**config.mk**
```make
export PLATFORM = sky130hd
export DESIGN_NAME = alu_exec_flat
export DESIGN_NICKNAME = d
export VERILOG_FILES = /design/src/rtl/alu_pkg.sv /design/src/rtl/alu_exec_if.sv /design/src/rtl/alu_core.sv /design/src/rtl/alu_exec.sv /design/src/flat_wrapper.sv
export SDC_FILE = /design/constraint.sdc
export NUM_CORES = 1
export LEC_CHECK = 0
export CORE_MARGIN = 3
export CORE_UTILIZATION = 59
export CTS_BUF_LIST = sky130_fd_sc_hd__clkbuf_8
export DETAILED_ROUTE_END_ITERATION = 8
export GPL_TIMING_DRIVEN = 0
export PLACE_DENSITY = 0.86
export SLEW_MARGIN = 10
export SYNTH_ARGS = -nofsm -noshare
export SYNTH_HDL_FRONTEND = slang
export SYNTH_SLANG_ARGS = --single-unit
```
**constraint.sdc**
```tcl
create_clock -name clk -period 2.54 [get_ports clk]
set_input_delay 0.762 -clock clk [delete_from_list [all_inputs] [get_ports clk]]
set_output_delay 0.762 -clock clk [all_outputs]
set_load 0.005 [all_outputs]
```
**src/rtl/alu_pkg.sv**
```systemverilog
// Shared ALU operation codes, used by the ALU control decoder and by alu_exec.
package alu_pkg;

    localparam logic [3:0] AND   = 4'b0000;
    localparam logic [3:0] OR    = 4'b0001;
    localparam logic [3:0] ADD   = 4'b0010;
    localparam logic [3:0] SUB   = 4'b0110;
    localparam logic [3:0] SLT   = 4'b0111;
    localparam logic [3:0] UNDEF = 4'b1111;

    localparam int ERR_W = 8;

    function automatic logic op_is_legal(input logic [3:0] op);
        return op inside {AND, OR, ADD, SUB, SLT};
    endfunction

endpackage

```
**src/rtl/alu_exec_if.sv**
```systemverilog
// Operation-in / result-out handshake bundle for alu_exec.
interface alu_exec_if
    import alu_pkg::*;
#(
    parameter int XLEN = 32
);
    logic               in_valid;
    logic               in_ready;
    logic [3:0]         operation;
    logic [XLEN-1:0]    src_a;
    logic [XLEN-1:0]    src_b;
    logic               out_valid;
    logic               out_ready;
    logic [XLEN-1:0]    result;
    logic               zero;
    logic               illegal;
    logic [ERR_W-1:0]   err_cnt;

    // master: upstream producer plus downstream consumer; slave: alu_exec
    modport master (
        output in_valid, operation, src_a, src_b, out_ready,
        input  in_ready, out_valid, result, zero, illegal, err_cnt
    );

    modport slave (
        input  in_valid, operation, src_a, src_b, out_ready,
        output in_ready, out_valid, result, zero, illegal, err_cnt
    );
endinterface

```
**src/rtl/alu_core.sv**
```systemverilog
// Purely combinational ALU datapath; undefined codes yield result 0 and illegal.
module alu_core
    import alu_pkg::*;
#(
    parameter int XLEN = 32
) (
    input  logic [3:0]      operation,
    input  logic [XLEN-1:0] a,
    input  logic [XLEN-1:0] b,
    output logic [XLEN-1:0] result,
    output logic            illegal
);

    always_comb begin
        result  = '0;
        illegal = !op_is_legal(operation);
        // add/sub wrap modulo 2^XLEN; carry and overflow are simply dropped
        case (operation)
            ADD:     result = a + b;
            SUB:     result = a - b;
            AND:     result = a & b;
            OR:      result = a | b;
            SLT:     result = {{(XLEN-1){1'b0}}, ($signed(a) < $signed(b))};
            default: result = '0;
        endcase
    end

endmodule

```
**src/rtl/alu_exec.sv**
```systemverilog
// ALU execute stage: computes on acceptance and queues results in a small
// in-order buffer, plus a saturating counter of accepted illegal operations.
module alu_exec
    import alu_pkg::*;
#(
    parameter int XLEN  = 32,
    parameter int DEPTH = 2     // only 2 is supported
) (
    input  logic    clk,
    input  logic    rst_n,
    alu_exec_if.slave bus
);

    localparam int PTR_W = (DEPTH > 1) ? $clog2(DEPTH) : 1;
    localparam int CNT_W = $clog2(DEPTH + 1);
    localparam logic [CNT_W-1:0] FULL = CNT_W'(DEPTH);

    logic [XLEN-1:0]    core_result;
    logic               core_illegal;

    logic [XLEN-1:0]    entry_result  [DEPTH];
    logic               entry_zero    [DEPTH];
    logic               entry_illegal [DEPTH];

    logic [PTR_W-1:0]   wr_ptr_reg;
    logic [PTR_W-1:0]   rd_ptr_reg;
    logic [CNT_W-1:0]   count_reg;
    logic [CNT_W-1:0]   count_next;
    logic               ready_en_reg;
    logic [ERR_W-1:0]   err_cnt_reg;

    logic               push;
    logic               pop;

    alu_core #(
        .XLEN (XLEN)
    ) u_core (
        .operation (bus.operation),
        .a         (bus.src_a),
        .b         (bus.src_b),
        .result    (core_result),
        .illegal   (core_illegal)
    );

    // ready_en_reg keeps in_ready low while reset is held and until the first edge after it
    assign bus.in_ready  = ready_en_reg && (count_reg != FULL);
    assign bus.out_valid = (count_reg != '0);
    assign bus.result    = entry_result[rd_ptr_reg];
    assign bus.zero      = entry_zero[rd_ptr_reg];
    assign bus.illegal   = entry_illegal[rd_ptr_reg];
    assign bus.err_cnt   = err_cnt_reg;

    assign push = bus.in_valid && bus.in_ready;
    assign pop  = bus.out_valid && bus.out_ready;

    always_comb begin
        count_next = count_reg;
        case ({push, pop})
            2'b10:   count_next = count_reg + CNT_W'(1);
            2'b01:   count_next = count_reg - CNT_W'(1);
            default: count_next = count_reg;
        endcase
    end

    // Entries are cleared on reset so the head outputs read 0 rather than stale data.
    generate
        for (genvar gi = 0; gi < DEPTH; gi++) begin : g_entry
            logic [XLEN-1:0] result_reg;
            logic            zero_reg;
            logic            illegal_reg;

            always_ff @(posedge clk or negedge rst_n) begin
                if (!rst_n) begin
                    result_reg  <= '0;
                    zero_reg    <= 1'b0;
                    illegal_reg <= 1'b0;
                end else if (push && (wr_ptr_reg == PTR_W'(gi))) begin
                    result_reg  <= core_result;
                    zero_reg    <= (core_result == '0);
                    illegal_reg <= core_illegal;
                end
            end

            assign entry_result[gi]  = result_reg;
            assign entry_zero[gi]    = zero_reg;
            assign entry_illegal[gi] = illegal_reg;
        end
    endgenerate

    always_ff @(posedge clk or negedge rst_n) begin
        if (!rst_n) begin
            wr_ptr_reg   <= '0;
            rd_ptr_reg   <= '0;
            count_reg    <= '0;
            ready_en_reg <= 1'b0;
            err_cnt_reg  <= '0;
        end else begin
            ready_en_reg <= 1'b1;
            count_reg    <= count_next;
            if (push) begin
                wr_ptr_reg <= wr_ptr_reg + PTR_W'(1);
            end
            if (pop) begin
                rd_ptr_reg <= rd_ptr_reg + PTR_W'(1);
            end
            if (push && core_illegal && (err_cnt_reg != '1)) begin
                err_cnt_reg <= err_cnt_reg + ERR_W'(1);
            end
        end
    end

endmodule

```
**src/flat_wrapper.sv**
```systemverilog
// flat-port wrapper written by rule: the top's interface ports become plain ports
module alu_exec_flat import alu_pkg::*;
#(
    parameter int XLEN  = 32,
    parameter int DEPTH = 2                           
)
  (clk, rst_n, bus_in_valid, bus_operation, bus_src_a, bus_src_b, bus_out_ready, bus_in_ready, bus_out_valid, bus_result, bus_zero, bus_illegal, bus_err_cnt);
  alu_exec_if #(.XLEN(XLEN)) bus_i ();
  input  logic clk;
  input  logic rst_n;
  input wire logic [$bits(bus_i.in_valid)-1:0] bus_in_valid;
  input wire logic [$bits(bus_i.operation)-1:0] bus_operation;
  input wire logic [$bits(bus_i.src_a)-1:0] bus_src_a;
  input wire logic [$bits(bus_i.src_b)-1:0] bus_src_b;
  input wire logic [$bits(bus_i.out_ready)-1:0] bus_out_ready;
  output wire logic [$bits(bus_i.in_ready)-1:0] bus_in_ready;
  output wire logic [$bits(bus_i.out_valid)-1:0] bus_out_valid;
  output wire logic [$bits(bus_i.result)-1:0] bus_result;
  output wire logic [$bits(bus_i.zero)-1:0] bus_zero;
  output wire logic [$bits(bus_i.illegal)-1:0] bus_illegal;
  output wire logic [$bits(bus_i.err_cnt)-1:0] bus_err_cnt;
  assign bus_i.in_valid = bus_in_valid;
  assign bus_i.operation = bus_operation;
  assign bus_i.src_a = bus_src_a;
  assign bus_i.src_b = bus_src_b;
  assign bus_i.out_ready = bus_out_ready;
  assign bus_in_ready = bus_i.in_ready;
  assign bus_out_valid = bus_i.out_valid;
  assign bus_result = bus_i.result;
  assign bus_zero = bus_i.zero;
  assign bus_illegal = bus_i.illegal;
  assign bus_err_cnt = bus_i.err_cnt;
  alu_exec #(.XLEN(XLEN), .DEPTH(DEPTH)) u_core (.clk(clk), .rst_n(rst_n), .bus(bus_i));
endmodule
```
==> results of run 1 <==
## metal layers
layer / GRT overflow / GRT usage, %
met3: 0 / 60.4
met5: 0 / 27.4
met1: 0 / 72.6
met2: 4 / 87.8
met4: 4 / 66.2
## cell usage after synthesis (4+ instances only)
cell and count:
a221oi_1 6, a211oi_1 25, o21ai_1 12, o21bai_1 7, nand4_1 18, dfrtp_1 81, o2111ai_1 5, a21oi_2 5
buf_2 28, and4_1 4, o21a_1 4, nand3b_1 5, nor3_1 23, o21ai_0 79, xnor2_1 24, xor2_1 5
a32oi_1 4, o31ai_1 16, ha_1 106, a21oi_1 94, inv_2 8, mux2i_1 7, o211ai_1 22, or4_1 4
nand2_1 115, o22ai_1 6, a21o_1 11, a31oi_1 6, or2_2 4, or3_1 5, clkbuf_1 33, nor2_1 74
nand2b_1 7, nor4b_1 5, a211o_1 5, nor2b_1 15, nand3_1 16, and3_1 9, inv_1 97, nor4_1 18
mux2_2 62, o31a_1 4, and2_1 9
## logic make-up after synthesis
group | after synthesis | share of synthesized area (%)
flops | 81 | 22.0
buf+inv | 173 | 7.64
mux | 69 | 8.33
xor+xnor | 29 | 2.76
compound gates | 361 | 26.1
fa+ha+maj | 108 | 14.8
simple gates | 343 | 18.3
other cells | 1 | 0.0407
## per-stage QoR
step	cell area [um2]	util, %	setup WS [ns]	setup TNS, ns
global placement	11000	72.2	-2.15	-258.66
floorplan	9620	-	-0.846	-15.65
detailed placement	11000	72.4	-2.18	-105.54
CTS	13900	90.9	-0.957	-20.21
## timing repair
item,CTS
buffers inserted,110
gates resized for setup,650
endpoints found under the setup margin,109
cloned,4
pin swaps,143
==> results.toml, run 1 <==
[floorplan]
die_h_um = 131
rows = 45
io_pins = 116
start_util_pct = 60.4
dieWidth_um = 131

[placement]
hpwl_mm = 25.1
dp.cells = 1490
portBuffers = 113
gp_congestion = 1.01

[yosys]
ys_warn_count = 0
synth_cell_types = 89
ys_async_sr_fraction_pct = 100
synth_top_area_cell = "dfrtp_1"
synth-seq-cells = 81
yosys-top-cells-area = "dfrtp_1 (22%), ha_1 (14%), mux2_2 (7.6%)"
synth-seq-area-share_pct = 22.0
synth_top_area_share_pct = 22.0
synth_cells = 1165
synth_area_um2 = 9220
synth_edf_count = 0
synth_ff_type = "dfrtp_1"
avgSynthCellArea_um2 = 7.91
synth_nets = 1345

[cts]
numCtsBuffers = 9
numClockSinks = 81
clock_path_buffers = 2
cts-htree-levels = 3
cts-root-buf = "clkbuf_8"
hold_buffers = 0

[sta]
endpoint_type = "sequential cell input"
postGrtWorstEndpoint = "u_core.g_entry[1].zero_reg$_DFFE_PN0P_/D"

[grt]
grt_max_degree = 58
overflow = 8
grt_usage_pct = 72.2

[status]
status = "did not finish"
error_line = "[ERROR GRT-0232] Routing congestion too high. Check the congestion heatmap in the GUI."
haltStage = "global routing (5_1_grt)"
==> inputs of run 2 (changes only) <==
--- a/config.mk
+++ b/config.mk
@@ -6,11 +6,10 @@
 export NUM_CORES = 1
 export LEC_CHECK = 0
 export CORE_MARGIN = 3
-export CORE_UTILIZATION = 59
-export CTS_BUF_LIST = sky130_fd_sc_hd__clkbuf_8
+export CORE_UTILIZATION = 40
 export DETAILED_ROUTE_END_ITERATION = 8
 export GPL_TIMING_DRIVEN = 0
-export PLACE_DENSITY = 0.86
+export PLACE_DENSITY_LB_ADDON = 0.15
 export SLEW_MARGIN = 10
 export SYNTH_ARGS = -nofsm -noshare
 export SYNTH_HDL_FRONTEND = slang
==> results.toml, run 2 <==
[cts]
cts-htree-levels = 3
clk-insertion-delay-late_ns = 0.33
numCtsBuffers = 9
clk_pin_slew_ns = 0.06
clock_path_buffers = 2
cts-root-buf = "clkbuf_16"
cts_tree = "done"
numClockSinks = 81
hold_buffers = 0

[sta]
hold_slack_ns = 0.373
fin_crit_sh_pct = 138
tightest_slew_ns = 0.772
fmax_mhz = 286
rsz0062_at_grt = "yes"
finalSetupViolCount = 50
slew_headroom_pct = 48.0
report.final.slew_viol_count = 0
min_period_ns = 3.50
hold_viol_final = 0
setup_ws_ns = -0.957
fin_skew_ns = 0.00430

[layout]
instances_no_fill = 1747
fill_cells = 1798
final_cell_mix = "buf_4 (143), nand2_1 (109), dfrtp_1 (80), ha_1 (68), nor2_1 (62)"
drive_gt1_share_pct = 47.1
multi_input_area_um2 = 8680
final_common_cell = "buf_4"
regArea_um2 = 2030
final_util_pct = 68.1
post-route-cell-area_um2 = 15100
syn_to_final_growth_pct = 64.3
largest_reg_flops = 64
nNetsFinal = 1642

[grt]
grt_busiest_layer = "met2"
grt_usage_pct = 29.3
met1_usage_pct = 39.2
use_met2_pct = 48.7
antenna_found_initial = 1
overflow = 0
met3_usage_pct = 3.99
grt_pass1_vias = 10300
grt_pass1_wl_mm = 57.7
grt_max_degree = 50

[drt]
drt_first_iter_violations = 928
drt-pass1-iter-count = 5
wl_mm = 38.3
avgRoutedWirePerCell_um = 21.9
vias = 10600
drc_errors = 0
ant_nets = 0
post_drt_via_cell_ratio = 6.07

[critical_path]
end_kind = "flip-flop"
rr_worst_depth = 7
start_kind = "input port"
cp_max_fo = 6
worstPathRequired_ns = 2.80
r2r_start = "u_core.count_reg[0]"
critPathLaunch = "bus_src_a[1]"
arrival_ns = 3.75
worstSetupEndpoint = "u_core.g_entry[1].zero_reg"
r2r_end = "u_core.g_entry[0].result_reg[19]"
rrSetupSlack_ns = 0.25
criticalPathCategory = "input port to flip-flop"

[yosys]
synth_edf_count = 0
synth_area_um2 = 9220
synth_common_cells = "nand2_1 (115), ha_1 (106), inv_1 (97)"
synth_cells = 1165
synth_most_common_cell = "nand2_1"
synth-seq-area-share_pct = 22.0
synth_cell_types = 89
ys_warn_count = 0
ys_async_sr_fraction_pct = 100
synth_ff_type = "dfrtp_1"
yosys-top-cells-area = "dfrtp_1 (22%), ha_1 (14%), mux2_2 (7.6%)"
synth_top_area_cell = "dfrtp_1"
synth_nets = 1345
avgSynthCellArea_um2 = 7.91
synth-seq-cells = 81
synth_top_area_share_pct = 22.0

[status]
violations = "setup timing"
status = "finished with violations"

[placement]
gp_congestion = 0.974
hpwl_mm = 26.5
portBuffers = 113
place_area_um2 = 11100
dp.cells = 1559

[power_and_ir_drop]
p_leak_nw = 6.60
powerDensity_nw_per_um2 = 544
peakVddDrop_mv = 0.463

[floorplan]
io_pins = 116
start_util_pct = 41.5
die_h_um = 158
coreArea_um2 = 22200
die-area_um2 = 24900
dieWidth_um = 158
rows = 54

[min_path]
hold_class = "input port to async pin"

[flow_run]
maxCapViolations = 0
[run 2: cell counts after synthesis]
Identical to the previous run, type by type.
[run 2: metal layers]
| metal | vias up | wire (um) |
|---|---|---|
| met5 | - | 0 |
| met4 | 0 | 1620 |
| met3 | 127 | 2730 |
| met2 | 524 | 17600 |
| met1 | 5143 | 16300 |
| li1 | 4810 | - |
[run 2: area by class of cell]
class	instances	area share, %
flip-flops and latches	81	13.4
well taps	280	2.31
plain buffers	61	4.49
inverters	106	2.97
clock buffers	11	1.67
multi-input cells	911	57.3
clock inverters	4	0.339
repair buffers	292	17.5
diodes	1	0.0165
[run 2: kinds of logic (layout without fill, tap and decap cells)]
family / count (synthesis) / after routing / synth area share [%]
AO/OA/AOI/OAI: 361 / 361 / 26.1
XOR/XNOR: 29 / 29 / 2.76
adder cells (fa/ha/maj): 108 / 108 / 14.8
buffers and inverters: 173 / 474 / 7.64
flip-flops: 81 / 81 / 22.0
multiplexers: 69 / 69 / 8.33
other: 1 / 2 / 0.0407
AND/OR/NAND/NOR: 343 / 343 / 18.3
[run 2: worst min path at each step]
stage | from | end | slack (ns) | depth (start not counted)
3_5_place_dp | u_core.g_entry[1].result_reg[20] | u_core.g_entry[1].result_reg[20] | 0.47 | 2
4_1_cts | rst_n | u_core.g_entry[0].result_reg[23] | 0.38 | 1
5_1_grt | rst_n | u_core.g_entry[0].result_reg[23] | 0.40 | 1
6_report | rst_n | u_core.g_entry[1].result_reg[23] | 0.37 | 1
3_3_place_gp | u_core.g_entry[1].result_reg[12] | u_core.g_entry[1].result_reg[12] | 0.46 | 2
2_1_floorplan | u_core.g_entry[1].illegal_reg | u_core.g_entry[1].illegal_reg | 0.44 | 2
[run 2: what timing repair did]
item	4_1_cts	5_1_grt
resized for setup	692	117
pin swaps	146	79
buffers inserted	132	38
endpoints found under the hold margin	0	0
cloned	10	1
endpoints found under the setup margin	110	83
[run 2: critical path: stages]
cell,delay (ns)
buf_8,0.11
inv_6,0.05
ha_4,0.20
o21ba_4,0.19
a2111o_2,0.55
a21oi_4,0.25
nor2_4,0.07
xnor2_2,0.13
a211oi_2,0.37
nor4b_4,0.29
nand4b_1,0.20
nor4_2,0.28
nand4_1,0.16
o21ai_1,0.14
[run 2: metrics by stage]
stage                     power, mW  setup WS (ns)  setup TNS, ns
after global routing           8.71          -1.06         -26.73
final                          8.23         -0.957         -24.22
after floorplan                4.16         -0.846         -15.65
after global placement         5.63          -2.42        -288.52
after CTS                      7.99         -0.984         -22.27
after detailed placement       5.69          -2.45        -116.53
[run 2: report_power, final]
part	switching [mW]	internal [mW]
Clock	0.504	0.811
Combinational	2.29	2.51
Sequential	0.296	1.82
No activity file was read; power rests on OpenSTA's default activity.
